### src/rtl/dmem_pkg.sv
// rtl/dmem_pkg.sv - shared encodings and alignment helper for the data-memory port arbiter
package dmem_pkg;

    // Access sizes as presented on the RAM Size input
    localparam logic [1:0] SZ_BYTE  = 2'b00;
    localparam logic [1:0] SZ_HALF  = 2'b01;
    localparam logic [1:0] SZ_WORD  = 2'b10;
    localparam logic [1:0] SZ_DWORD = 2'b11;

    typedef enum logic [1:0] {
        IDLE   = 2'd0,
        ACCESS = 2'd1,
        RESP   = 2'd2
    } state_t;

    typedef enum logic {
        OWN_I = 1'b0,
        OWN_D = 1'b1
    } owner_t;

    // Only the two low address bits matter: bytes are always aligned,
    // halfwords need bit 0 clear, word and doubleword-word need both clear.
    function automatic logic is_aligned(input logic [1:0] size, input logic [1:0] addr_lo);
        case (size)
            SZ_BYTE: return 1'b1;
            SZ_HALF: return ~addr_lo[0];
            default: return (addr_lo == 2'b00);
        endcase
    endfunction

endpackage

### src/rtl/dmem_port_arbiter_if.sv
// rtl/dmem_port_arbiter_if.sv - fetch, load/store and RAM signal bundle of the arbiter
// slave  : arbiter side (takes requests and ram_dout, drives acks, read data and RAM controls)
// master : environment side (requesters plus RAM)
interface dmem_port_arbiter_if;
    logic        i_req;
    logic [8:0]  i_addr;
    logic        i_ack;
    logic [31:0] i_rdata;
    logic        i_err;

    logic        d_req;
    logic        d_rw;
    logic [1:0]  d_size;
    logic        d_sext;
    logic [8:0]  d_addr;
    logic [31:0] d_wdata;
    logic        d_ack;
    logic [31:0] d_rdata;
    logic        d_err;

    logic        ram_enable;
    logic        ram_rw;
    logic        ram_sext;
    logic [8:0]  ram_addr;
    logic [31:0] ram_din;
    logic [1:0]  ram_size;
    logic [31:0] ram_dout;

    modport slave (
        input  i_req, i_addr, d_req, d_rw, d_size, d_sext, d_addr, d_wdata, ram_dout,
        output i_ack, i_rdata, i_err, d_ack, d_rdata, d_err,
               ram_enable, ram_rw, ram_sext, ram_addr, ram_din, ram_size
    );

    modport master (
        output i_req, i_addr, d_req, d_rw, d_size, d_sext, d_addr, d_wdata, ram_dout,
        input  i_ack, i_rdata, i_err, d_ack, d_rdata, d_err,
               ram_enable, ram_rw, ram_sext, ram_addr, ram_din, ram_size
    );
endinterface

### src/rtl/dmem_arb_pick.sv
// rtl/dmem_arb_pick.sv - data-priority winner select with fetch starvation counter
// Ports: clk, reset (async, active high); i_req, d_req pending requests;
//        grant strobe (a request is accepted this cycle); owner = current winner.
module dmem_arb_pick
    import dmem_pkg::*;
#(
    parameter int STARVE_LIMIT = 4
) (
    input  logic   clk,
    input  logic   reset,
    input  logic   i_req,
    input  logic   d_req,
    input  logic   grant,
    output owner_t owner
);

    logic [3:0] starve_cnt_q;
    logic [3:0] starve_cnt_d;
    logic       d_win;

    always_comb begin
        // Data normally wins; once fetch has lost STARVE_LIMIT times in a row it goes first.
        d_win        = d_req && !(i_req && (starve_cnt_q == 4'(STARVE_LIMIT)));
        owner        = d_win ? OWN_D : OWN_I;
        starve_cnt_d = starve_cnt_q;
        if (grant) begin
            if (d_win && i_req) begin
                starve_cnt_d = (starve_cnt_q == 4'(STARVE_LIMIT)) ? starve_cnt_q
                                                                  : starve_cnt_q + 4'd1;
            end else begin
                starve_cnt_d = '0;
            end
        end
    end

    always_ff @(posedge clk or posedge reset) begin
        if (reset) begin
            starve_cnt_q <= '0;
        end else begin
            starve_cnt_q <= starve_cnt_d;
        end
    end

endmodule

### src/rtl/dmem_port_arbiter.sv
// rtl/dmem_port_arbiter.sv - shares one 512x8 data RAM between fetch and load/store ports
// Ports: clk, reset (async, active high); bus (dmem_port_arbiter_if.slave) carries the fetch
//        port i_*, the load/store port d_* and the RAM controls ram_*.
// Optional: DMEM_ALIGN_CHECK_EN answers misaligned requests with ack+err and no RAM access.
module dmem_port_arbiter
    import dmem_pkg::*;
#(
    parameter int ACCESS_CYCLES = 1,
    parameter int STARVE_LIMIT  = 4
) (
    input  logic                 clk,
    input  logic                 reset,
    dmem_port_arbiter_if.slave   bus
);

    state_t      state_q, state_d;
    owner_t      owner_q, owner_d;
    owner_t      pick_owner;
    logic [8:0]  addr_q, addr_d;
    logic        rw_q, rw_d;
    logic [1:0]  size_q, size_d;
    logic        sext_q, sext_d;
    logic [31:0] wdata_q, wdata_d;
    logic [3:0]  wait_q, wait_d;
    logic        en_q, en_d;
    logic        i_ack_q, i_ack_d;
    logic        d_ack_q, d_ack_d;
    logic        i_err_q, i_err_d;
    logic        d_err_q, d_err_d;
    logic [31:0] i_rdata_q, i_rdata_d;
    logic [31:0] d_rdata_q, d_rdata_d;
    logic        grant;

    assign grant = (state_q == IDLE) && (bus.i_req || bus.d_req);

    dmem_arb_pick #(
        .STARVE_LIMIT (STARVE_LIMIT)
    ) u_pick (
        .clk   (clk),
        .reset (reset),
        .i_req (bus.i_req),
        .d_req (bus.d_req),
        .grant (grant),
        .owner (pick_owner)
    );

    always_comb begin
        state_d   = state_q;
        owner_d   = owner_q;
        addr_d    = addr_q;
        rw_d      = rw_q;
        size_d    = size_q;
        sext_d    = sext_q;
        wdata_d   = wdata_q;
        wait_d    = wait_q;
        i_rdata_d = i_rdata_q;
        d_rdata_d = d_rdata_q;
        i_ack_d   = 1'b0;
        d_ack_d   = 1'b0;
        i_err_d   = 1'b0;
        d_err_d   = 1'b0;

        unique case (state_q)
            IDLE: begin
                if (grant) begin
                    owner_d = pick_owner;
                    if (pick_owner == OWN_D) begin
                        addr_d  = bus.d_addr;
                        rw_d    = bus.d_rw;
                        size_d  = bus.d_size;
                        sext_d  = bus.d_sext;
                        wdata_d = bus.d_wdata;
                    end else begin
                        addr_d  = bus.i_addr;
                        rw_d    = 1'b0;
                        size_d  = SZ_WORD;
                        sext_d  = 1'b0;
                    end
                    wait_d  = 4'(ACCESS_CYCLES - 1);
                    state_d = ACCESS;
`ifdef DMEM_ALIGN_CHECK_EN
                    // Misaligned: skip the RAM entirely and answer with an error.
                    if (!is_aligned(size_d, addr_d[1:0])) begin
                        state_d = RESP;
                        i_ack_d = (pick_owner == OWN_I);
                        d_ack_d = (pick_owner == OWN_D);
                        i_err_d = (pick_owner == OWN_I);
                        d_err_d = (pick_owner == OWN_D);
                    end
`endif
                end
            end
            ACCESS: begin
                if (wait_q == 4'd0) begin
                    state_d = RESP;
                    if (owner_q == OWN_I) begin
                        i_ack_d = 1'b1;
                        if (!rw_q) i_rdata_d = bus.ram_dout;
                    end else begin
                        d_ack_d = 1'b1;
                        if (!rw_q) d_rdata_d = bus.ram_dout;
                    end
                end else begin
                    wait_d = wait_q - 4'd1;
                end
            end
            RESP: begin
                state_d = IDLE;
            end
            default: begin
                state_d = IDLE;
            end
        endcase

        // Enable is registered against the next state so it covers exactly the ACCESS cycles.
        en_d = (state_d == ACCESS);
    end

    always_ff @(posedge clk or posedge reset) begin
        if (reset) begin
            state_q   <= IDLE;
            owner_q   <= OWN_I;
            addr_q    <= '0;
            rw_q      <= 1'b0;
            size_q    <= '0;
            sext_q    <= 1'b0;
            wdata_q   <= '0;
            wait_q    <= '0;
            en_q      <= 1'b0;
            i_ack_q   <= 1'b0;
            d_ack_q   <= 1'b0;
            i_err_q   <= 1'b0;
            d_err_q   <= 1'b0;
            i_rdata_q <= '0;
            d_rdata_q <= '0;
        end else begin
            state_q   <= state_d;
            owner_q   <= owner_d;
            addr_q    <= addr_d;
            rw_q      <= rw_d;
            size_q    <= size_d;
            sext_q    <= sext_d;
            wdata_q   <= wdata_d;
            wait_q    <= wait_d;
            en_q      <= en_d;
            i_ack_q   <= i_ack_d;
            d_ack_q   <= d_ack_d;
            i_err_q   <= i_err_d;
            d_err_q   <= d_err_d;
            i_rdata_q <= i_rdata_d;
            d_rdata_q <= d_rdata_d;
        end
    end

    // Write strobe only while enabled; address/data/size keep their latched values between accesses.
    assign bus.ram_enable = en_q;
    assign bus.ram_rw     = en_q & rw_q;
    assign bus.ram_sext   = sext_q;
    assign bus.ram_addr   = addr_q;
    assign bus.ram_din    = wdata_q;
    assign bus.ram_size   = size_q;
    assign bus.i_ack      = i_ack_q;
    assign bus.d_ack      = d_ack_q;
    assign bus.i_err      = i_err_q;
    assign bus.d_err      = d_err_q;
    assign bus.i_rdata    = i_rdata_q;
    assign bus.d_rdata    = d_rdata_q;

endmodule

### src/flat_wrapper.sv
// flat-port wrapper written by rule: the top's interface ports become plain ports
module dmem_port_arbiter_flat import dmem_pkg::*;
#(
    parameter int ACCESS_CYCLES = 1,
    parameter int STARVE_LIMIT  = 4
)
  (clk, reset, bus_i_req, bus_i_addr, bus_d_req, bus_d_rw, bus_d_size, bus_d_sext, bus_d_addr, bus_d_wdata, bus_ram_dout, bus_i_ack, bus_i_rdata, bus_i_err, bus_d_ack, bus_d_rdata, bus_d_err, bus_ram_enable, bus_ram_rw, bus_ram_sext, bus_ram_addr, bus_ram_din, bus_ram_size);
  dmem_port_arbiter_if bus_i ();
  input  logic clk;
  input  logic reset;
  input wire logic [$bits(bus_i.i_req)-1:0] bus_i_req;
  input wire logic [$bits(bus_i.i_addr)-1:0] bus_i_addr;
  input wire logic [$bits(bus_i.d_req)-1:0] bus_d_req;
  input wire logic [$bits(bus_i.d_rw)-1:0] bus_d_rw;
  input wire logic [$bits(bus_i.d_size)-1:0] bus_d_size;
  input wire logic [$bits(bus_i.d_sext)-1:0] bus_d_sext;
  input wire logic [$bits(bus_i.d_addr)-1:0] bus_d_addr;
  input wire logic [$bits(bus_i.d_wdata)-1:0] bus_d_wdata;
  input wire logic [$bits(bus_i.ram_dout)-1:0] bus_ram_dout;
  output wire logic [$bits(bus_i.i_ack)-1:0] bus_i_ack;
  output wire logic [$bits(bus_i.i_rdata)-1:0] bus_i_rdata;
  output wire logic [$bits(bus_i.i_err)-1:0] bus_i_err;
  output wire logic [$bits(bus_i.d_ack)-1:0] bus_d_ack;
  output wire logic [$bits(bus_i.d_rdata)-1:0] bus_d_rdata;
  output wire logic [$bits(bus_i.d_err)-1:0] bus_d_err;
  output wire logic [$bits(bus_i.ram_enable)-1:0] bus_ram_enable;
  output wire logic [$bits(bus_i.ram_rw)-1:0] bus_ram_rw;
  output wire logic [$bits(bus_i.ram_sext)-1:0] bus_ram_sext;
  output wire logic [$bits(bus_i.ram_addr)-1:0] bus_ram_addr;
  output wire logic [$bits(bus_i.ram_din)-1:0] bus_ram_din;
  output wire logic [$bits(bus_i.ram_size)-1:0] bus_ram_size;
  assign bus_i.i_req = bus_i_req;
  assign bus_i.i_addr = bus_i_addr;
  assign bus_i.d_req = bus_d_req;
  assign bus_i.d_rw = bus_d_rw;
  assign bus_i.d_size = bus_d_size;
  assign bus_i.d_sext = bus_d_sext;
  assign bus_i.d_addr = bus_d_addr;
  assign bus_i.d_wdata = bus_d_wdata;
  assign bus_i.ram_dout = bus_ram_dout;
  assign bus_i_ack = bus_i.i_ack;
  assign bus_i_rdata = bus_i.i_rdata;
  assign bus_i_err = bus_i.i_err;
  assign bus_d_ack = bus_i.d_ack;
  assign bus_d_rdata = bus_i.d_rdata;
  assign bus_d_err = bus_i.d_err;
  assign bus_ram_enable = bus_i.ram_enable;
  assign bus_ram_rw = bus_i.ram_rw;
  assign bus_ram_sext = bus_i.ram_sext;
  assign bus_ram_addr = bus_i.ram_addr;
  assign bus_ram_din = bus_i.ram_din;
  assign bus_ram_size = bus_i.ram_size;
  dmem_port_arbiter #(.ACCESS_CYCLES(ACCESS_CYCLES), .STARVE_LIMIT(STARVE_LIMIT)) u_core (.clk(clk), .reset(reset), .bus(bus_i));
endmodule
### config.mk
export PLATFORM = sky130hd
export DESIGN_NAME = dmem_port_arbiter_flat
export DESIGN_NICKNAME = d
export VERILOG_FILES = /design/src/rtl/dmem_pkg.sv /design/src/rtl/dmem_port_arbiter_if.sv /design/src/rtl/dmem_arb_pick.sv /design/src/rtl/dmem_port_arbiter.sv /design/src/flat_wrapper.sv
export SDC_FILE = /design/constraint.sdc
export NUM_CORES = 1
export LEC_CHECK = 0
export CORE_AREA = 2 2 117 119
export CTS_CLUSTER_SIZE = 12
export DETAILED_ROUTE_END_ITERATION = 10
export DIE_AREA = 0 0 119 121
export GPL_TIMING_DRIVEN = 0
export MAX_ROUTING_LAYER = met4
export PLACE_DENSITY = 0.84
export RECOVER_POWER = 50
export SLEW_MARGIN = 10
export SYNTH_ARGS = -nofsm -noshare
export SYNTH_HDL_FRONTEND = slang
export SYNTH_HIERARCHICAL = 1
export SYNTH_SLANG_ARGS = --single-unit
### constraint.sdc
create_clock -name clk -period 3.85 [get_ports clk]
set_input_delay 0.9625 -clock clk [delete_from_list [all_inputs] [get_ports clk]]
set_output_delay 0.9625 -clock clk [all_outputs]
set_load 0.01 [all_outputs]
==> results.yml, run 1 <==
placement:
  place_congestion: 0.764
  dp_hpwl_um: 9220
  portBuffers: 201
yosys:
  synth_area_um2: 5050
  synth_ff_type: "dfrtp_1"
  netlist_top_cells_area: "dfrtp_1 61%, mux2_2 14%, mux2_4 9.5%"
  synth-seq-area-share_pct: 60.9
  yosysTopAreaCell: "dfrtp_1"
  synth_top_area_share_pct: 60.9
  yosysUniqueCellTypes: 44
  synth-edff-count: 0
  synth_area_per_cell_um2: 15.1
  synth-seq-cells: 123
  ys_async_sr_fraction_pct: 100
  yosysWarnings: 6
  syn_inst: 335
cts:
  clock_path_buffers: 2
  htree_levels: 4
  post_cts_resized: 0
  cts-hold-fix-buffers: 0
  cts_tree: "done"
  insertion_delay_ns: 0.40
  cts.sinks: 123
  root_buffer: "clkbuf_16"
  cts_inserted_buffers: 17
  post_cts_buffers: 0
  clkTransAtPathRegs_ns: 0.05
sta:
  period_minus_slack_ns: 2.99
  period_share_pct: 77.7
  setup_violations: 0
  hold_viol: 0
  clock_skew_ns: 0.00703
  max_freq_mhz: 334
  rsz0062_at_grt: "no"
  tightest_slew_ns: 1.03
  relSlewSlack_pct: 31.2
  fin_setup_tns_ns: 0
  slew_violations: 0
power_and_ir_drop:
  power_frac_comb_pct: 41.7
  power_per_cell_area_nw_per_um2: 858
  p_switching_mw: 1.95
  cellInternalPower_mw: 4.81
  finalPower_mw: 6.77
  vdd_drop_max_uv: 399
  switching_share_pct: 28.9
  clockPowerShare_pct: 24.9
  p_seq_share_pct: 33.4
  power_leakage_nw: 3.44
die:
  fp.dieArea_um2: 14400
  io_pins: 204
  placement_rows: 42
  die_w_um: 119
  initial_utilization_pct: 38.6
  chipHeight_um: 121
  core_um2: 13100
layout:
  antenna_cells: 0
  fill_cells: 1041
  nNetsFinal: 652
  layout_commonest_cell: "clkdlybuf4s50_1"
  area_growth_pct: 56.1
  final_cell_mix: "194 x clkdlybuf4s50_1, 123 x dfrtp_1, 64 x mux2_2"
  final_util_pct: 60.3
  drive_gt1_share_pct: 23.8
critical_path:
  cp_cell_sequence: "inv_1 > ha_1 > nor3b_1 > nand3_1 > clkbuf_1 > mux2_1"
  crit_path_start_kind: "flip-flop"
  cp.arrival_ns: 3.27
  cp_slowest_cell: "nor3b_1"
  crit_fanout: 10
  cp_top_family: "simple AND/OR/NAND/NOR gates"
  worstPathRequired_ns: 4.13
  critical_path.max_stage_delay_ns: 0.85
  path_buf_inv: 2
  worstSetupEndpointType: "flip-flop"
  crit_type: "flip-flop to flip-flop"
job:
  drv_cap: 0
global_routing:
  grt_usage_pct: 18.3
  grt.overflow.total: 0
  grt_pass1_wl_um: 19700
  antenna_found_initial: 0
  grt_max_degree: 41
  grt_pass1_vias: 3877
route:
  wl_per_cell_um: 16.6
  drt_iter0_markers: 99
  viasPerCell: 4.80
  ant_nets: 0
  routed_wl_um: 12400
  routed-via-count: 3587
  drcViolationCount: 0
  first_pass_iters: 4
hold_path:
  min_path_type: "flip-flop to flip-flop"
outcome:
  status: "complete, no violations"
-- Yosys cell counts, types with 2 or more instances --
| library cell | count |
|---|---|
| and2_1 | 2 |
| and3_1 | 2 |
| buf_2 | 3 |
| buf_4 | 2 |
| buf_6 | 5 |
| clkbuf_1 | 5 |
| dfrtp_1 | 123 |
| ha_1 | 3 |
| inv_1 | 8 |
| mux2_2 | 64 |
| mux2_4 | 32 |
| mux2i_1 | 9 |
| nand2_1 | 8 |
| nand3_1 | 3 |
| nor2_1 | 3 |
| nor2b_1 | 2 |
| nor3_1 | 2 |
| o21ai_0 | 31 |
| o31ai_1 | 2 |
| or2_2 | 2 |
-- final timing paths --
path,start,endpoint,slack (ns),depth (start not counted)
setup / recovery,u_core/wait_q[0],u_core/bus.i_rdata[2],0.86,6
hold / removal,u_core/bus.d_rdata[15],u_core/bus.d_rdata[15],0.49,1
setup reg to reg,u_core/wait_q[0],u_core/bus.i_rdata[2],0.86,6
hold reg to reg,u_core/bus.d_rdata[15],u_core/bus.d_rdata[15],0.49,1
max in group asynchronous,reset,u_core/bus.d_rdata[8],1.08,4
min in group asynchronous,reset,u_core/u_pick/starve_cnt_q[0],0.95,2
-- cell families after synthesis --
logic type	share of synthesized area [%]
AO/OA/AOI/OAI	5.03
buffers and inverters	2.95
flip-flops	60.9
AND/OR/NAND/NOR	4.73
other	0.0742
adder cells (fa/ha/maj)	0.743
multiplexers	25.6
-- layer usage --
metal  up-vias  part of all wire, %  global-route usage (%)
met2       144                   53                    31.6
met4         0                  1.3                    6.03
met1      1787                   40                    20.6
li1       1641                    -                       -
met5         -                    0                       -
met3        15                  5.7                    5.12
-- flip-flops by register name, indices dropped and copies added (netlist names) --
name / flops
u_core/bus.i_ack: 1
u_core/owner_q: 1
u_core/u_pick/starve_cnt_q: 4
u_core/bus.ram_size: 2
u_core/bus.ram_din: 32
u_core/wait_q: 4
u_core/rw_q: 1
u_core/bus.d_ack: 1
u_core/bus.ram_enable: 1
u_core/bus.i_rdata: 32
u_core/state_q: 2
u_core/bus.d_rdata: 32
u_core/bus.ram_sext: 1
u_core/bus.ram_addr: 9
-- cell type report --
cell class / count / area, µm² / share of cell area [%]
timing repair buffer: 204 / 2060 / 26.1
inverter: 8 / 31.3 / 0.397
clock inverter: 11 / 166 / 2.11
tap: 176 / 220 / 2.79
buffer: 16 / 93.8 / 1.19
multi-input combinational: 189 / 1770 / 22.5
clock buffer: 21 / 470 / 5.96
sequential: 123 / 3080 / 39.0
-- power by group through the flow --
stage	Sequential [mW]	Clock (mW)	Combinational (mW)
global route	2.34	1.77	3.00
global placement	2.24	0	2.86
CTS	2.28	1.72	2.95
floorplan	2.52	0	1.10
detailed placement	2.28	0	2.92
finish	2.26	1.68	2.82
-- stage by stage --
stage / hold WS (ns) / instances / area [µm²] / worst slack (ns)
floorplan: 0.470 / 336 / 5060 / 1.43
global placement: 0.487 / 713 / 7290 / 0.349
detailed placement: 0.493 / 716 / 7350 / 0.723
CTS: 0.505 / 748 / 7990 / 1.09
global route: 0.504 / 748 / 7890 / 0.626
finish: 0.486 / 748 / 7890 / 0.859
(Power assumes the default switching activity.)
==> run 2: changes to the inputs <==
--- a/config.mk
+++ b/config.mk
@@ -5,13 +5,13 @@
 export SDC_FILE = /design/constraint.sdc
 export NUM_CORES = 1
 export LEC_CHECK = 0
-export CORE_AREA = 2 2 117 119
+export CORE_AREA = 2 2 112 114
 export CTS_CLUSTER_SIZE = 12
 export DETAILED_ROUTE_END_ITERATION = 10
-export DIE_AREA = 0 0 119 121
+export DIE_AREA = 0 0 114 116
 export GPL_TIMING_DRIVEN = 0
 export MAX_ROUTING_LAYER = met4
-export PLACE_DENSITY = 0.84
+export PLACE_DENSITY = 0.86
 export RECOVER_POWER = 50
 export SLEW_MARGIN = 10
 export SYNTH_ARGS = -nofsm -noshare
==> constraint.sdc (replaced) <==
create_clock -name clk -period 2.85 [get_ports clk]
set_input_delay 0.7125 -clock clk [delete_from_list [all_inputs] [get_ports clk]]
set_output_delay 0.7125 -clock clk [all_outputs]
set_load 0.01 [all_outputs]
==> run 2 against run 1 <==
Cell count decreased by 3.9%. First-iteration DRC count grew 10%. Hold slack gained 0.0087 ns.
==> results.yml, run 2 (synthesis results as in run 1) <==
layout:
  antenna_cells: 0
  finalInstanceArea_um2: 7910
  drive_gt1_share_pct: 25.5
  area_growth_pct: 56.6
  final_cell_mix: "160 x clkdlybuf4s50_1, 123 x dfrtp_1, 64 x mux2_2"
  nNetsFinal: 652
  layout_commonest_cell: "clkdlybuf4s50_1"
sta:
  fin_ws_ns: 0.342
  relSlewSlack_pct: 30.7
  finalHoldWorstSlack_ns: 0.495
  period_share_pct: 88.0
  period_minus_slack_ns: 2.51
  slew_violations: 0
  rsz0062_at_grt: "no"
  tightest_slew_ns: 1.03
  max_freq_mhz: 399
  setup_violations: 0
  clock_skew_ns: 0.00864
  hold_viol: 0
critical_path:
  reg2reg_to: "u_core/bus.ram_din[22]"
  cp.arrival_ns: 2.80
  worstSetupStartpoint: "bus_d_req"
  worstPathRequired_ns: 3.14
  worstSetupEndpointType: "flip-flop"
  crit_fanout: 10
  rr_worst_depth: 8
  rrSetupSlack_ns: 0.46
  timing.rr.start: "u_core/u_pick/starve_cnt_q[0]"
  crit_type: "primary input to flip-flop"
  crit_path_start_kind: "primary input"
placement:
  placed_cell_area_um2: 7320
  portBuffers: 201
  place_congestion: 0.754
  dp_hpwl_um: 9210
  place_ws_ns: 0.0394
global_routing:
  grtUsageMet3_pct: 6.33
  grt.met1_usage_pct: 23.2
  grt_busiest_layer: "met2"
  grtUsageMet2_pct: 32.6
  grt.overflow.total: 0
  grt_pass1_wl_um: 19400
  antenna_found_initial: 0
  grt_pass1_vias: 3847
  grt_max_degree: 41
  grt_usage_pct: 20.0
route:
  routed_wl_um: 12400
  viasPerCell: 4.98
  ant_nets: 0
  drt_iter0_markers: 109
  drcViolationCount: 0
  first_pass_iters: 4
  routed-via-count: 3584
  wl_per_cell_um: 17.2
power_and_ir_drop:
  power_leakage_nw: 3.51
  power_per_cell_area_nw_per_um2: 1160
  finalPower_mw: 9.19
  vdd_drop_max_uv: 526
cts:
  insertion_delay_ns: 0.41
  cts.sinks: 123
  cts_tree: "done"
  post_cts_buffers: 0
  cts-hold-fix-buffers: 0
  htree_levels: 4
  clock_path_buffers: 2
  cts_inserted_buffers: 17
  root_buffer: "clkbuf_16"
  post_cts_resized: 0
  clkTransAtPathRegs_ns: 0.06
hold_path:
  hold_path_startpoint: "u_core/bus.ram_din[4]"
  min_path_type: "flip-flop to flip-flop"
  min_path_cells: 1
  hold_end: "u_core/bus.ram_din[4]"
die:
  initial_utilization_pct: 42.4
  placement_rows: 40
  io_pins: 204
  fp.dieArea_um2: 13200
  die_w_um: 114
  chipHeight_um: 116
  core_um2: 11900
outcome:
  status: "complete, no violations"
job:
  drv_cap: 0
[run 2: changes by cell type in the layout (fill, tap and decap cells not counted), sizes merged]
cell,before,now
buf,10,11
dlygate4sd3,7,41
clkdlybuf4s50,194,160
clkinv,4,3
[run 2: worst max-delay path by stage]
stage                                   endpoint  slack [ns]  cells past startpoint
after floorplan                 u_core/bus.d_ack        0.68                      1
after global placement    u_core/bus.d_rdata[10]       -0.38                      2
after detailed placement  u_core/bus.ram_din[22]        0.04                      6
after CTS                 u_core/bus.ram_din[22]        0.41                      6
after global routing      u_core/bus.i_rdata[29]        0.19                      4
final                     u_core/bus.ram_din[22]        0.34                      6
[run 2: area by class of cell]
cell class | instances | area [µm²]
buffer | 16 | 119
clock buffer | 22 | 494
clock inverter | 10 | 161
fill | 860 | 4000
inverter | 8 | 31.3
multi-input combinational | 189 | 1800
sequential | 123 | 3080
tap | 147 | 184
timing repair buffer | 204 | 2040
[run 2: power breakdown]
part | total [mW] | internal (mW) | switching (mW)
combinational | 3.80 | 2.35 | 1.45
sequential | 3.06 | 2.59 | 0.469
clock | 2.33 | 1.58 | 0.752
total | 9.19 | 6.52 | 2.67
[run 2: routing by layer]
metal / routed length (µm) / vias up
li1: - / 1644
met1: 5040 / 1770
met2: 6380 / 159
met3: 845 / 11
met4: 125 / 0
met5: 0 / -
[run 2: critical path, cell delays in order]
cell and delay, ns:
dlygate4sd3_1 0.65, a21boi_0 0.23, clkbuf_1 0.32, nand3_1 0.30, buf_2 0.29, mux2_2 0.30
[run 2: stage by stage]
stage,util [%],instances,TNS (ns)
6_report,66.4,719,0
5_1_grt,66.4,719,0
4_1_cts,66.9,719,0
3_5_place_dp,61.4,687,0
3_3_place_gp,60.9,684,-43.94
2_1_floorplan,-,336,0
